[src/rtl/alu_pipe.sv]
// Two-stage pipelined ALU with valid/ready handshakes on input and output.
// Optional accumulator chaining (acc_sel input) is enabled by defining ALU_PIPE_ACC_EN.
module alu_pipe #(
  parameter int unsigned WIDTH = 8
) (
  input  logic             clk,
  input  logic             rst_n,
  input  logic             in_valid,
  output logic             in_ready,
  input  logic [WIDTH-1:0] a,
  input  logic [WIDTH-1:0] b,
  input  logic [2:0]       op,
`ifdef ALU_PIPE_ACC_EN
  input  logic             acc_sel,
`endif
  output logic             out_valid,
  input  logic             out_ready,
  output logic [WIDTH-1:0] result,
  output logic             flag_z,
  output logic             flag_n,
  output logic             flag_c,
  output logic             flag_v
);

  typedef enum logic [2:0] {
    OP_ADD  = 3'b000,
    OP_SUB  = 3'b001,
    OP_AND  = 3'b010,
    OP_OR   = 3'b011,
    OP_XOR  = 3'b100,
    OP_NAND = 3'b101,
    OP_NOR  = 3'b110,
    OP_XNOR = 3'b111
  } op_e;

  logic             s1_valid;
  logic [WIDTH-1:0] s1_a;
  logic [WIDTH-1:0] s1_b;
  op_e              s1_op;
  logic             s2_valid;
  logic             advance;
  logic             accept;

  logic [WIDTH-1:0] a_eff;
  logic [WIDTH:0]   sum;
  logic [WIDTH:0]   diff;
  logic [WIDTH-1:0] res_d;
  logic             c_d;
  logic             v_d;

  assign advance   = !s2_valid || out_ready;
  assign in_ready  = !s1_valid || advance;
  assign accept    = in_valid && in_ready;
  assign out_valid = s2_valid;

`ifdef ALU_PIPE_ACC_EN
  logic             s1_acc;
  logic [WIDTH-1:0] acc_q;

  // Last result that left S2; cleared by reset.
  always_ff @(posedge clk or negedge rst_n) begin
    if (!rst_n) begin
      acc_q <= '0;
    end else if (s2_valid && out_ready) begin
      acc_q <= result;
    end
  end

  always_ff @(posedge clk) begin
    if (accept) begin
      s1_acc <= acc_sel;
    end
  end

  // Operand substitution is resolved in S1: any older in-flight op can only
  // sit in S2 by then, so S2 (if valid) is the youngest result, else acc_q.
  always_comb begin
    a_eff = s1_a;
    if (s1_acc) begin
      a_eff = s2_valid ? result : acc_q;
    end
  end
`else
  assign a_eff = s1_a;
`endif

  // Stage 1: operand capture. Only the valid bit needs reset.
  always_ff @(posedge clk or negedge rst_n) begin
    if (!rst_n) begin
      s1_valid <= 1'b0;
    end else if (in_ready) begin
      s1_valid <= in_valid;
    end
  end

  always_ff @(posedge clk) begin
    if (accept) begin
      s1_a  <= a;
      s1_b  <= b;
      s1_op <= op_e'(op);
    end
  end

  always_comb begin
    sum   = {1'b0, a_eff} + {1'b0, s1_b};
    diff  = {1'b0, a_eff} - {1'b0, s1_b};
    res_d = '0;
    c_d   = 1'b0;
    v_d   = 1'b0;
    case (s1_op)
      OP_ADD: begin
        res_d = sum[WIDTH-1:0];
        c_d   = sum[WIDTH];
        v_d   = (a_eff[WIDTH-1] == s1_b[WIDTH-1]) && (sum[WIDTH-1] != a_eff[WIDTH-1]);
      end
      OP_SUB: begin
        res_d = diff[WIDTH-1:0];
        c_d   = diff[WIDTH];
        v_d   = (a_eff[WIDTH-1] != s1_b[WIDTH-1]) && (diff[WIDTH-1] != a_eff[WIDTH-1]);
      end
      OP_AND:  res_d = a_eff & s1_b;
      OP_OR:   res_d = a_eff | s1_b;
      OP_XOR:  res_d = a_eff ^ s1_b;
      OP_NAND: res_d = ~(a_eff & s1_b);
      OP_NOR:  res_d = ~(a_eff | s1_b);
      OP_XNOR: res_d = ~(a_eff ^ s1_b);
      default: res_d = '0;
    endcase
  end

  // Stage 2: result and flags, held while the consumer stalls.
  always_ff @(posedge clk or negedge rst_n) begin
    if (!rst_n) begin
      s2_valid <= 1'b0;
      result   <= '0;
      flag_z   <= 1'b0;
      flag_n   <= 1'b0;
      flag_c   <= 1'b0;
      flag_v   <= 1'b0;
    end else if (advance) begin
      s2_valid <= s1_valid;
      if (s1_valid) begin
        result <= res_d;
        flag_z <= (res_d == '0);
        flag_n <= res_d[WIDTH-1];
        flag_c <= c_d;
        flag_v <= v_d;
      end
    end
  end

endmodule
[config.mk]
export PLATFORM = sky130hd
export DESIGN_NAME = alu_pipe
export DESIGN_NICKNAME = d
export VERILOG_FILES = /design/src/rtl/alu_pipe.sv
export SDC_FILE = /design/constraint.sdc
export NUM_CORES = 1
export LEC_CHECK = 0
export ABC_AREA = 1
export BUFFER_PORTS_ARGS = -buffer_cell sky130_fd_sc_hd__buf_2
export CAP_MARGIN = 30
export CORE_MARGIN = 3
export CORE_UTILIZATION = 64
export CTS_BUF_LIST = sky130_fd_sc_hd__clkbuf_8
export DETAILED_ROUTE_END_ITERATION = 7
export GPL_TIMING_DRIVEN = 0
export MAX_ROUTING_LAYER = met4
export PLACE_DENSITY = 0.86
export RECOVER_POWER = 50
export SYNTH_ARGS = -nofsm -noshare
export SYNTH_HDL_FRONTEND = slang
export SYNTH_SLANG_ARGS = --single-unit
[constraint.sdc]
create_clock -name clk -period 2.84 [get_ports clk]
set_clock_uncertainty 0.05 [all_clocks]
set_input_delay 0.284 -clock clk [delete_from_list [all_inputs] [get_ports clk]]
set_output_delay 0.284 -clock clk [all_outputs]
set_load 0.01 [all_outputs]
==> results.cfg, run 1 <==
[timing]
rsz0062_at_grt = false
fin_crit_sh_pct = 79.7
fin_ws_ns = 0.576
maxClockFrequency_mhz = 442
worst_slew_pin_slew_ns = 0.809
setup_viol = 0
slew_headroom_pct = 46.0
hold_viol_final = 0
finalSetupTns_ns = 0
period_needed_ns = 2.26
slew_viol_final = 0

[worst_setup_path]
startpoint = s1_b[0]
critPathLaunchType = flop
critical_path.top_delay_family = simple AND/OR/NAND/NOR gates
path_class = reg -> reg
critPathSlowestCell = edfxtp_1
crit_cells = 13
slowest_delay_ns = 0.42
crit_chain = ha_1, fa_1, inv_1, nand2_1, nand2_1, nand2_1, nand3_1, nand2_1, nor2_1, nand2_1, nor2_1, nand4_1, nand2_1
worst-endpoint-required_ns = 3.03
ff2ff_path_depth = 13
cp_max_fo = 3
worstSetupEndpointType = flop
worstReg2RegStart = s1_b[0]
crit_top_cell = nand2_1
critPathArrivalTime_ns = 2.45
critPathBufInv = 1

[die]
die_w_um = 70.2
core_area_um2 = 3830
die_height_um = 70.2
die_area_um2 = 4930
io_pins = 37
floorplan.initialDensity_pct = 69.0
rows = 22

[route]
dr.pass1.iters = 5
drt-total-wl_um = 7060
drcViolationCount = 0
vias = 2659
wl_per_cell_um = 15.2
vias_per_cell = 5.73
first_iter_violations = 204
ant_nets = 0

[synth]
synth_top_family_by_area = simple AND/OR/NAND/NOR gates
synth_cells = 371
synth-adder-area-share_pct = 12.9
synthMuxAreaShare_pct = 0
synth_seq_area_share_pct = 33.9
synth-compound-area-share_pct = 6.16
synth_warnings = 0
async_flop_share_pct = 40.6
synth_seq_cells = 32
avgSynthCellArea_um2 = 7.12
synthSimpleGateAreaFrac_pct = 34.8
yosys.cell_types.count = 28
synth_area_um2 = 2640
synth_ff_type = edfxtp_1
yosys.area_share.xor_xnor_pct = 0.332
synth_fp_nets = 420
synth_edf_count = 19

[pwr]
p_sw_mw = 0.556
pwr-share-clk_pct = 30.7
seq_power_share_pct = 37.2
p_int_mw = 1.05
combinationalPowerShare_pct = 32.1
p_leak_nw = 1.60
power.density_nw_per_um2 = 535
max-vdd-ir-drop_uv = 460
swShare_pct = 34.5

[clock_tree]
postCtsSetupBuffers = 0
root_buffer = clkbuf_8
htreeDepth = 2
cts_tree = yes
max-clock-path-buffers = 2
cts_sinks = 32
cts_buffers = 5
clk_pin_slew_worst_paths_ns = 0.07
insertion_delay_ns = 0.30

[global_routing]
grt_max_degree = 20
grt_use_total_pct = 30.1
antenna_found_initial = 0
grt_pass1_wl_um = 11500
grt_pass1_vias = 2526
overflow = 0

[layout]
drive_gt1_share_pct = 14.4
synthToLayoutAreaGrowth_pct = 14.0
nNetsFinal = 464
antenna_cells = 0
fin_util_pct = 78.7

[hold_path]
min_from = op[2]
hold_path_depth = 1
holdCritPathClass = in -> reg

[flow_run]
drv_cap = 0

[placed_design]
dp_hpwl_um = 5120
routabilityCongestion = 0.981
dp_slack_ns = 0.660
port_buffers = 36

[status]
status = finished, final reports clean
power by group through the flow:
stage / clock network (mW) / logic, mW / registers, mW
3_3_place_gp: 0 / 0.484 / 0.602
2_1_floorplan: 0 / 0.324 / 0.625
5_1_grt: 0.506 / 0.573 / 0.608
6_report: 0.495 / 0.517 / 0.599
3_5_place_dp: 0 / 0.503 / 0.608
4_1_cts: 0.490 / 0.511 / 0.598
stage by stage:
| stage | instance area [µm²] | instances | hold slack [ns] | power [mW] |
|---|---|---|---|---|
| final | 3010 | 464 | 0.108 | 1.61 |
| after global routing | 3010 | 464 | 0.102 | 1.69 |
| after CTS | 3020 | 464 | 0.109 | 1.60 |
| after detailed placement | 2880 | 455 | 0.131 | 1.11 |
| after global placement | 2880 | 455 | 0.119 | 1.09 |
| after floorplan | 2640 | 371 | -0.0616 | 0.949 |
logic make-up after synthesis:
family                     Yosys count
AOI/OAI and AO/OA                   31
xor gates and xnor gates             1
DFF                                 32
buffers and inverters               70
adders and majority gates           26
and+or+nand+nor                    211
worst paths after layout:
path	to	slack, ns
min in group asynchronous	result[0]	0.48
hold reg to reg	flag_v	0.43
hold / removal	s1_op[2]	0.11
max in group asynchronous	result[4]	1.83
setup reg to reg	flag_z	0.58
setup / recovery	flag_z	0.58
placed cells by master (no fill, tap or decap):
cell type	count
nand2_1	109
inv_1	54
nand3_1	40
buf_2	33
nor2_1	31
ha_1	24
nand4_1	19
edfxtp_1	19
a21oi_1	15
dfrtp_1	13
o21ai_0	12
clkbuf_1	7
clkbuf_8	7
buf_4	6
buf_6	3
nor2_2	3
nor3_1	3
inv_2	2
o21a_1	2
or2_2	2
fa_1	2
inv_4	1
or2_1	1
nand2_2	1
o21ai_1	1
and2_1	1
o211ai_1	1
nand3_2	1
xor2_1	1
bufinv_16	1
dlygate4sd3_1	1
flip-flops by register name (all words and copies together), names as in the netlist, 3 cells and up:
name,count
s1_op,3
s1_b,8
a_eff,8
result,8
synthesized netlist by cell type, types with 3 or more instances:
library cell	instances	area, µm²
inv_1	54	203
nor2_1	31	116
buf_2	3	15.0
nor3_1	3	15.0
nor2_2	3	18.8
dfrtp_1	13	325
a21oi_1	15	75.1
o21ai_0	12	60.1
nand4_1	19	119
buf_6	3	33.8
nand3_1	40	200
edfxtp_1	19	571
ha_1	24	300
buf_4	6	45.0
nand2_1	109	409
layer usage:
metal	global-route usage (%)	up-vias	routed length, µm
li1	-	1286	-
met1	36.0	1211	2780
met2	50.1	137	3450
met3	6.19	25	626
met4	10.6	0	204
met5	-	-	0
final cells by class:
cell class,count,area [µm²]
Fill cell,292,816
Clock inverter,1,30.0
Timing Repair Buffer,37,183
Sequential cell,32,896
Inverter,57,216
Tap cell,48,60.1
Clock buffer,7,96.3
Buffer,13,97.6
Multi-Input combinational cell,269,1430
timing repair:
item,4_1_cts,5_1_grt
hold endpoints to repair,13,0
gates resized for setup,0,0
hold buffers,1,0
Power figures use the tool's default switching activity.
==> run 2: changes to the inputs <==
Settings changed: ABC_AREA 1 to 0, CORE_UTILIZATION 64 to 54, PLACE_DENSITY 0.86 to 0.77.
Clock period 2.84 ns to 1.95 ns, I/O delays scaled along.
==> run 2 against run 1 <==
  * The run now ends with setup timing left
  * Register-to-register slack got worse by 1.0 ns
  * Combinational power rose by 64%
  * Utilization shrank 2.6 points
  * Die area increased by 10%
  * Sequential power rose by 42%
  * Wire length decreased by 7.0%
  * Non-clock buffer count is 19 higher
  * Total power grew 40%
  * Flip-flop and latch count is the same
  * Critical path depth decreased by 4
  * Setup slack got worse by 1.0 ns
  * First-iteration DRC count down 24%
  * Critical endpoint is now result[6]
==> results.cfg, run 2 <==
[status]
status = complete, but fails checks
violations = setup timing

[route]
wl_per_cell_um = 17.1
drcViolationCount = 0
first_iter_violations = 155
ant_nets = 0
drt-total-wl_um = 6570
vias = 2304
vias_per_cell = 6.00
dr.pass1.iters = 5

[die]
die_w_um = 73.8
die_height_um = 73.8
rows = 24
die_area_um2 = 5440
core_area_um2 = 4380
floorplan.initialDensity_pct = 56.6
io_pins = 37

[worst_setup_path]
path_class = reg -> reg
critPathArrivalTime_ns = 2.53
critPathBufInv = 0
critPathLaunchType = flop
worstSetupEndpointType = flop
cp_max_fo = 3
critPathSlowestCell = edfxtp_1
crit_chain = ha_4, fa_2, o21bai_4, a21oi_4, o31ai_4, nand3_2, a21oi_2, a211oi_2, mux2_4
worst-endpoint-required_ns = 2.07
critical_path.top_delay_family = compound AO/OA/AOI/OAI gates
slowest_delay_ns = 0.50

[layout]
nNetsFinal = 380
antenna_cells = 0
drive_gt1_share_pct = 41.6
synthToLayoutAreaGrowth_pct = 34.4
final_cell_mix = buf_2, nand2_1, buf_4
fin_cells = 384
final_common_cell = buf_2
fillers = 292
fin_util_pct = 76.1

[synth]
synth_cells = 268
yosys.area.top_type = edfxtp_1
yosys.cell_types.count = 56
synth_seq_cells = 32
synth_warnings = 0
async_flop_share_pct = 40.6
avgSynthCellArea_um2 = 9.26
yosysTopAreaCellShare_pct = 23.0
synthTopCellsByCount = nand2_1, ha_1, inv_1
synth.area.top_cells = edfxtp_1, dfrtp_1, ha_1
synth_seq_area_share_pct = 36.1
synth_edf_count = 19
synth_fp_nets = 317
synth_most_common_cell = nand2_1
synth_area_um2 = 2480
synth_ff_type = edfxtp_1

[flow_run]
drv_cap = 0

[timing]
slew_headroom_pct = 39.2
period_needed_ns = 2.41
finalSetupTns_ns = -2.24
maxClockFrequency_mhz = 415
fin_crit_sh_pct = 123
rsz0062_at_grt = true
setup_viol = 9
hold_ws_ns = 0.0287
slew_viol_final = 0
fin_ws_ns = -0.458
worst_slew_pin_slew_ns = 0.912
hold_viol_final = 0

[global_routing]
grt_use_total_pct = 25.5
grt_max_degree = 20
overflow = 0
grt_pass1_wl_um = 10200
grt_pass1_vias = 2093
antenna_found_initial = 0

[pwr]
pwr-share-clk_pct = 24.8
p_int_mw = 1.51
p_sw_mw = 0.753
seq_power_share_pct = 37.7
combinationalPowerShare_pct = 37.5
power.density_nw_per_um2 = 677
p_leak_nw = 1.44
max-vdd-ir-drop_uv = 348
swShare_pct = 33.3

[placed_design]
routabilityCongestion = 0.955
dp.cells = 356
dp_hpwl_um = 4470
port_buffers = 36

[clock_tree]
cts_sinks = 32
clk_pin_slew_worst_paths_ns = 0.07
htreeDepth = 2
cts_buffers = 5
max-clock-path-buffers = 2
cts_tree = yes
root_buffer = clkbuf_8
insertion_delay_ns = 0.29

[hold_path]
holdCritPathClass = in -> reg
==> run 2: changes by cell type in the layout (fill, tap and decap cells not counted), sizes merged, moves of 7 or more <==
cell	change
nor2b	+8
buf	+23
nand2	-85
nand4	-18
inv	-31
nand3	-36
nor2	-21
o21ai	+7
==> run 2: path summary, 6_finish.rpt <==
check / from / end / slack (ns) / cells after the start
setup / recovery: s1_b[0] / result[6] / -0.46 / 9
hold / removal: op[0] / s1_op[0] / 0.03 / 1
setup reg to reg: s1_b[0] / result[6] / -0.46 / 9
hold reg to reg: result[4] / result[4] / 0.42 / 2
max in group asynchronous: rst_n / out_valid / 1.00 / 2
min in group asynchronous: rst_n / result[0] / 0.42 / 2
==> run 2: cell families after synthesis <==
family / Yosys count / share of synthesized area, %
adder cells (fa/ha/maj): 26 / 13.7
AND/OR/NAND/NOR: 78 / 15.8
buffers and inverters: 38 / 6.81
XOR/XNOR: 3 / 1.06
multiplexers: 5 / 2.07
AO/OA/AOI/OAI: 86 / 24.4
flip-flops: 32 / 36.1
==> run 2: cell type report <==
cell class / count / area, µm² / area share (%)
multi-input cells: 198 / 1750 / 52.5
flip-flops and latches: 32 / 896 / 26.9
repair buffers: 57 / 339 / 10.2
inverters: 25 / 98.8 / 2.96
clock buffers: 7 / 96.3 / 2.89
plain buffers: 12 / 85.1 / 2.55
well taps: 52 / 65.1 / 1.95
clock inverters: 1 / 3.75 / 0.113
==> run 2: per-stage QoR <==
stage | setup WS (ns) | total power [mW] | cell area, µm²
2_1_floorplan | -0.226 | 1.32 | 2540
3_3_place_gp | -0.498 | 1.50 | 2780
3_5_place_dp | -0.547 | 1.51 | 2780
4_1_cts | -0.400 | 2.22 | 3230
5_1_grt | -0.558 | 2.38 | 3330
6_report | -0.458 | 2.26 | 3330
==> run 2: power by group through the flow <==
stage	clock (mW)	combinational [mW]	sequential, mW
floorplan	0	0.433	0.883
global placement	0	0.638	0.859
detailed placement	0	0.649	0.863
CTS	0.578	0.789	0.849
global route	0.598	0.924	0.862
finish	0.561	0.847	0.851
==> run 2: worst reg2reg max path: stages, from the launching register on <==
cell	delay, ns
edfxtp_1	0.50
ha_4	0.23
fa_2	0.41
o21bai_4	0.16
a21oi_4	0.09
o31ai_4	0.30
nand3_2	0.10
a21oi_2	0.15
a211oi_2	0.06
mux2_4	0.26
==> run 2: per-layer routing <==
layer | wire, µm | GRT usage (%) | vias to the layer above
li1 | - | - | 1102
met1 | 2770 | 32.2 | 1079
met2 | 3190 | 42.2 | 107
met3 | 473 | 4.24 | 16
met4 | 133 | 6.64 | 0
met5 | 0 | - | -
==> run 2: what timing repair did <==
item                                    in CTS  in global routing
gates resized for setup                     47                 20
endpoints found under the setup margin       8                 11
hold buffers                                 1                  0
endpoints found under the hold margin       13                  0
setup buffers                               17                  3
pin swaps                                   15                 21
==> run 3: changes to the inputs <==
Settings changed: CORE_UTILIZATION 54 to 30, PLACE_DENSITY 0.77 to 0.47.
==> run 3 against run 2 <==
  * The flow still finishes with violations (setup timing)
  * Largest power group unchanged
  * Register-to-register slack gained 0.03 ns
  * Flip-flop and latch count did not move
  * Sequential power about the same
  * Setup slack better by 0.033 ns
  * Sequential share of layout area decreased by 0.30 points
  * Combinational power decreased by 0.6%
==> results.cfg, run 3 (synthesis gave the netlist of run 2 again) <==
[timing]
setup_viol = 9
slew_headroom_pct = 41.1
period_needed_ns = 2.38
hold_viol_final = 0
maxClockFrequency_mhz = 421
fin_ws_ns = -0.425
slew_viol_final = 0
rsz0062_at_grt = true
fin_crit_sh_pct = 122
worst_slew_pin_slew_ns = 0.884

[flow_run]
drv_cap = 0

[route]
vias_per_cell = 5.01
dr.pass1.iters = 4
drcViolationCount = 0
vias = 2183
ant_nets = 0
first_iter_violations = 127
drt-total-wl_um = 6500
wl_per_cell_um = 14.9

[layout]
final_cell_area_um2 = 3370
final_cell_mix = buf_2, nand2_1, buf_4
nNetsFinal = 382
synthToLayoutAreaGrowth_pct = 35.9
drive_gt1_share_pct = 40.1
final_common_cell = buf_2
fillers = 764
fin_cells = 436
antenna_cells = 0

[clock_tree]
cts_tree = yes
root_buffer = clkbuf_8
cts_buffers = 5
clk_pin_slew_worst_paths_ns = 0.07
htreeDepth = 2
cts_sinks = 32
max-clock-path-buffers = 2
insertion_delay_ns = 0.29

[global_routing]
grt_use_total_pct = 14.6
overflow = 0
grt_pass1_wl_um = 10700
antenna_found_initial = 0
grt_max_degree = 20
grt_pass1_vias = 2137

[placed_design]
dp_hpwl_um = 4650
routabilityCongestion = 0.835
port_buffers = 36
dp.cells = 406
placed_cell_area_um2 = 2850

[worst_setup_path]
worstSetupEndpointType = flop
path_class = reg -> reg
critPathArrivalTime_ns = 2.53
cp_max_fo = 3
worst-endpoint-required_ns = 2.10
critPathLaunchType = flop

[status]
status = complete, but fails checks
violations = setup timing

[die]
rows = 32
die_area_um2 = 9400
core_area_um2 = 7890
io_pins = 37
die_w_um = 96.9
die_height_um = 96.9
floorplan.initialDensity_pct = 31.5

[hold_path]
holdCritPathClass = in -> reg

[pwr]
p_total_mw = 2.23
max-vdd-ir-drop_uv = 376
p_leak_nw = 1.44
power.density_nw_per_um2 = 662
[run 3: cell count changes in the layout (fill, tap and decap cells not counted), sizes merged]
cell    delta
clkbuf     -1
buf        +2
clkinv     +2
inv        -1
[run 3: critical path: stages, from the launching register on]
cell,delay [ns]
edfxtp_1,0.46
ha_4,0.20
fa_2,0.51
nor3_1,0.04
a21o_1,0.16
nand2_1,0.06
a22o_1,0.17
nand3_2,0.08
or3_4,0.40
o31ai_2,0.16
[run 3: layer usage]
layer / global-route usage (%) / share of wire, % / up-vias
li1: - / - / 1102
met1: 19.3 / 48 / 1019
met2: 22.0 / 46 / 52
met3: 3.03 / 5.0 / 10
met4: 5.29 / 1.6 / 0
met5: - / 0 / -
[run 3: power breakdown]
part / internal [mW] / leakage [nW] / switching, mW
clock network: 0.282 / 0.0510 / 0.261
logic: 0.383 / 1.05 / 0.458
registers: 0.803 / 0.339 / 0.0455
[run 3: layout make-up]
cell class	count	area (µm²)	area share [%]
multi-input cells	198	1720	51.1
clock buffers	6	82.6	2.45
repair buffers	59	354	10.5
flip-flops and latches	32	896	26.6
inverters	25	98.8	2.93
clock inverters	2	10.0	0.297
plain buffers	12	81.3	2.41
well taps	102	128	3.78
[run 3: stage by stage]
stage	utilization (%)	hold WS (ns)	setup TNS (ns)	setup WS (ns)
after global routing	42.8	0.0122	-2.50	-0.509
after global placement	36.1	0.0496	-2.76	-0.621
after floorplan	-	-0.151	-0.653	-0.226
final	42.8	0.0276	-1.73	-0.425
after CTS	41.4	0.0192	-1.71	-0.426
after detailed placement	36.1	0.0563	-2.75	-0.596
[run 3: worst paths after layout]
check,start,to,slack [ns],cells past startpoint
worst max-delay path,s1_b[0],flag_z,-0.43,9
worst min register to register,result[4],result[4],0.42,2
max in group asynchronous,rst_n,result[5],0.97,2
min in group asynchronous,rst_n,result[1],0.43,2
worst min-delay path,b[1],s1_b[1],0.03,1
worst max register to register,s1_b[0],flag_z,-0.43,9
[run 3: repair_timing]
action,4_1_cts,5_1_grt
endpoints found under the hold margin,13,0
endpoints found under the setup margin,8,9
setup buffers,19,3
pin swaps,28,15
hold buffers,1,0
gates cloned,0,0
resized for setup,40,19
